<file path="config.mk">
export PLATFORM = sky130hd
export DESIGN_NAME = xdata_responder
export DESIGN_NICKNAME = d
export VERILOG_FILES = /design/src/rtl/xdata_responder.sv
export SDC_FILE = /design/constraint.sdc
export NUM_CORES = 2
export LEC_CHECK = 0
export ABC_AREA = 0
export BUFFER_PORTS_ARGS = -buffer_cell sky130_fd_sc_hd__buf_2
export CORE_ASPECT_RATIO = 1.2
export CORE_MARGIN = 5
export CORE_UTILIZATION = 60
export DETAILED_ROUTE_END_ITERATION = 12
export PLACE_DENSITY_LB_ADDON = 0.15
export SYNTH_ARGS = -nofsm -noshare
export SYNTH_HDL_FRONTEND = slang
export SYNTH_SLANG_ARGS = --single-unit
</file>
<file path="constraint.sdc">
create_clock -name clk -period 7.9 [get_ports clk]
set_input_delay 1.185 -clock clk [delete_from_list [all_inputs] [get_ports clk]]
set_output_delay 1.185 -clock clk [all_outputs]
set_load 0.03 [all_outputs]
</file>
<file path="src/rtl/xdata_responder.sv">
// MOVX external-data slave: latches a request, waits WAIT_CYCLES, then pulses ack with read/write result.
// Latency WAIT_CYCLES+1 cycles from the sampling edge; requests are ignored while busy, no queuing.
module xdata_responder #(
  parameter int DEPTH       = 256,
  parameter int WAIT_CYCLES = 2
) (
  input  logic        clk,
  input  logic        rst,
  input  logic        req,
  input  logic        we,
  input  logic [15:0] addr,
  input  logic [7:0]  wdata,
  output logic        ack,
  output logic [7:0]  rdata,
  output logic        err,
  output logic        busy
);

  localparam int          AW        = $clog2(DEPTH);
  localparam logic [3:0]  WAIT_INIT = 4'(WAIT_CYCLES);
  localparam logic [31:0] DEPTH_W   = 32'(DEPTH);

  typedef enum logic [1:0] {IDLE, WAIT, RESP} state_t;

  typedef struct packed {
    logic        we;
    logic [15:0] addr;
    logic [7:0]  wdata;
  } xreq_t;

  state_t     state;
  state_t     state_nxt;
  logic [3:0] cnt;
  xreq_t      cur;
  xreq_t      inc;
  xreq_t      tgt;
  logic       held;
  logic [7:0] rdata_q;
  logic       err_q;
  logic       accept;
  logic       enter_resp;
  logic       in_range;
  logic       commit;

  logic [7:0] mem [DEPTH];

  assign inc = '{we: we, addr: addr, wdata: wdata};

  // A req held continuously since its own acceptance restarts straight out of RESP;
  // a req that rises while busy is simply dropped.
  assign accept     = req && ((state == IDLE) || (state == RESP && held));
  assign enter_resp = (WAIT_CYCLES == 0) ? accept : (state == WAIT && cnt == 4'd1);

  // With no wait states the transaction resolves on the very edge that samples it.
  assign tgt        = (WAIT_CYCLES == 0) ? inc : cur;
  assign in_range   = ({16'h0000, tgt.addr} < DEPTH_W);
  assign commit     = rst && enter_resp && tgt.we && in_range;

  always_ff @(posedge clk or negedge rst) begin
    if (!rst) begin
      state   <= IDLE;
      cnt     <= '0;
      cur     <= '0;
      held    <= 1'b0;
      rdata_q <= 8'h00;
      err_q   <= 1'b0;
    end else begin
      state <= state_nxt;
      if (accept) begin
        cur  <= inc;
        cnt  <= WAIT_INIT;
        held <= 1'b1;
      end else begin
        held <= held & req;
        if (state == WAIT) begin
          cnt <= cnt - 4'd1;
        end
      end
      if (enter_resp) begin
        err_q <= !in_range;
        if (!in_range) begin
          rdata_q <= 8'hFF;
        end else if (tgt.we) begin
          rdata_q <= tgt.wdata;
        end else begin
          rdata_q <= mem[tgt.addr[AW-1:0]];
        end
      end
    end
  end

  // Storage has no reset so its contents survive rst.
  always_ff @(posedge clk) begin
    if (commit) begin
      mem[tgt.addr[AW-1:0]] <= tgt.wdata;
    end
  end

  always_comb begin
    state_nxt = state;
    case (state)
      IDLE:    if (accept) state_nxt = (WAIT_CYCLES == 0) ? RESP : WAIT;
      WAIT:    if (enter_resp) state_nxt = RESP;
      RESP:    state_nxt = accept ? ((WAIT_CYCLES == 0) ? RESP : WAIT) : IDLE;
      default: state_nxt = IDLE;
    endcase
  end

  always_comb begin
    ack   = 1'b0;
    err   = 1'b0;
    rdata = 8'h00;
    busy  = (state != IDLE);
    if (state == RESP) begin
      ack   = 1'b1;
      err   = err_q;
      rdata = rdata_q;
    end
  end

endmodule
</file>
==> metrics <==
outcome=finished, final reports clean; syn_area_per_cell=20.08 µm²; Clock Tree Buf Depth=3; critical path's top delay family=simple AND/OR/NAND/NOR gates; RSZ-0062 raised after global routing=no; Finished Core Util=between 60% and 70%; Routed WL=195700 µm; Max IR drop VDD=0.0002927 V; most used standard cell by instance count after synthesis=edfxtp_1; Seq/Total Area, Yosys=76.67%; vias in the first global route=40415; Critical Path RT=8.33 ns; first-pass GRT wire length=283800 µm; Mapped Area=between 0.08 and 0.09 mm²; leading area contributor after synthesis=edfxtp_1; Hold Vio Cnt, Final=0; post-CTS sizing=0; Sink Count=2089; Fmax=210.9 MHz; PortBufs=38; hpwl dp=118500 µm; H-tree lvl count=4; Worst-Skew Late Latency=a little over 0.8 ns; Mapped Cells=4061; minimum clock period=around 4.7 ns; Syn-to-layout area delta=10.07%; Cell Rows=148; YS warnings=0; Flop pwr share=between 40 and 50%; post-cts hold buffer count=0; EDFF count, synth=2048; max incr delay on CP=0.85 ns; P_leak=28.22 nW; Die X-Extent=between 300 and 400 µm; startpoint types=register; Die H=413.9 µm; core area=0.1354 mm²; reg2reg setup slack=3.16 ns; Comb pwr share=28.2%; Worst Setup End Kind=register; layout cells sized above 1=19.58%; total of max-cap violations=0; DRC violations left=0; Worst EP arrival=~5.2 ns; syn_nets=a little over 4000; fin crit share=between 60% and 70%; num ports=39; Initial Util=60.25%; Clock Power Share=27.4%; GRT overflow=0; Hold WS=between 0.4 and 0.5 ns; wire per inst=32.12 µm; critical path buffer and inverter count=1; drt pass-1 iters=5; setup violators final=0; Internal Power=22.26 mW; CP max stage cell=nor2_1; ys async rst share=between 1.5 and 2%; GPL Wtd Cong=0.8565; P per Cell Area=367.9 mW/mm²; initial antenna violation count=7; die footprint=0.1434 mm²; cell breakdown of the critical path=inv_1 -> ha_1 -> or3b_2 -> nor4_2 -> and2_0 -> nand3_1 -> nor2_1 -> nand2_1 -> nor2_1; final layout net count=4158; Synth cell types=65; Worst Path Max Fanout=16; setup tns final=0 ns; Crit path top cell by count=nor2_1; #FFs+latches synth=2089; predominant post-synthesis flop cell=edfxtp_1; Post-CTS Setup Repair Bufs=0; switching share of power=32.58%; Slew HR=15.49%; Switch Pwr=10.76 mW; clock-pin slew on the worst setup and hold paths=0.07 ns; DRT antenna net count=0; filler instances=between 8000 and 9000; worst min path class=reg2reg; top post-synthesis cells by count=edfxtp_1 (2048), mux4_2 (378), nor2_1 (314); post-route clock skew=0.03503 ns; Area contributors post-synth=edfxtp_1 (75%), mux4_2 (10%), mux2i_1 (3.5%); DR vias=40180; DR vias/cell=6.597; root cell of the clock tree=clkbuf_16; largest net degree at the start of global routing=176; GRT Util Overall=27.47%; Synth top area share=75.41%; cts bufs inserted=188; fin. max-slew vios=0; critical path class=reg2reg; first-iteration detailed-routing DRC count=about 4700; slew of the pin with the lowest slew margin=1.263 ns; TritonCTS clock tree=yes
==> worst register-to-register path, cell delays in order (launching register included) <==
cell	delay, ns
dfrtp_1	0.39
inv_1	0.09
ha_1	0.13
or3b_2	0.51
nor4_2	0.40
and2_0	0.76
nand3_1	0.22
nor2_1	0.42
nand2_1	0.57
nor2_1	0.85
==> sequential cells by signal, summed over array words and instances, names as in the netlist <==
| register | flops |
|---|---|
| mem | 2048 |
| held | 1 |
| cur | 25 |
| state | 2 |
| rdata_q | 8 |
| cnt | 4 |
| err_q | 1 |
==> placed cells by master (no fill, tap or decap), types with 46 or more instances in the layout <==
cell type  instances
mux4_2           378
nand3_1           49
nand2_1          110
a22oi_1           99
edfxtp_1        2048
clkbuf_1          55
clkbuf_16        196
mux2i_1          283
o22ai_1           46
nor2_1           312
buf_4             81
==> worst paths after layout <==
check,depth (start not counted),startpoint,end
max in group asynchronous,2,rst,cur[7]
hold / removal,1,cur[16],cur[16]
setup reg to reg,9,cnt[1],mem[192][4]
hold reg to reg,1,cur[16],cur[16]
min in group asynchronous,1,rst,cur[17]
setup / recovery,9,cnt[1],mem[192][4]
==> through the flow <==
step / instance area, µm² / setup slack (ns) / total power, mW / std cells
finish: 89760 / 3.157 / 33.02 / 6091
global route: 89760 / 3.016 / 34.05 / 6090
CTS: 89760 / 3.229 / 33.09 / 6090
detailed placement: 83640 / 3.244 / 24.17 / 5738
global placement: 83640 / 3.221 / 24.03 / 5738
floorplan: 81550 / 3.854 / 20.68 / 4061
==> final cells by class <==
type                            instances  area [µm²]  share of cell area (%)
Tap cell                             1800        2252                   2.509
Clock inverter                         91       865.8                  0.9646
Antenna cell                            1       2.502                0.002788
Inverter                                9       33.78                 0.03764
Clock buffer                          261        5249                   5.847
Timing Repair Buffer                  126       938.4                   1.045
Multi-Input combinational cell       1714       17850                   19.89
Sequential cell                      2089       62570                   69.70
==> power by group through the flow <==
stage                     Combinational (mW)  Clock (mW)  Sequential, mW
after floorplan                         5.34           0            15.3
after global placement                  9.15           0            14.9
after detailed placement                9.26           0            14.9
after CTS                               9.27        9.16            14.7
after global routing                    9.69        9.65            14.7
final                                   9.30        9.06            14.7
==> layer usage <==
| metal | share of wire [%] | up-vias | track usage, % | wire [µm] |
|---|---|---|---|---|
| met4 | 3.4 | 2 | 9.005 | 6582 |
| met3 | 8.8 | 348 | 5.717 | 17240 |
| met2 | 50 | 1932 | 44.99 | 97450 |
| met1 | 38 | 21040 | 37.76 | 74230 |
| met5 | 0.079 | - | 0.7823 | 155 |
| li1 | - | 16858 | - | - |
==> cell families after synthesis <==
kind of cell    share of synthesized area (%)
compound gates                          3.081
xor+xnor                              0.03222
fa+ha+maj                             0.03068
buf+inv                                 1.557
flops                                   76.67
mux                                     14.93
simple gates                            3.705
Note: power is estimated with default switching activity, not from simulation.
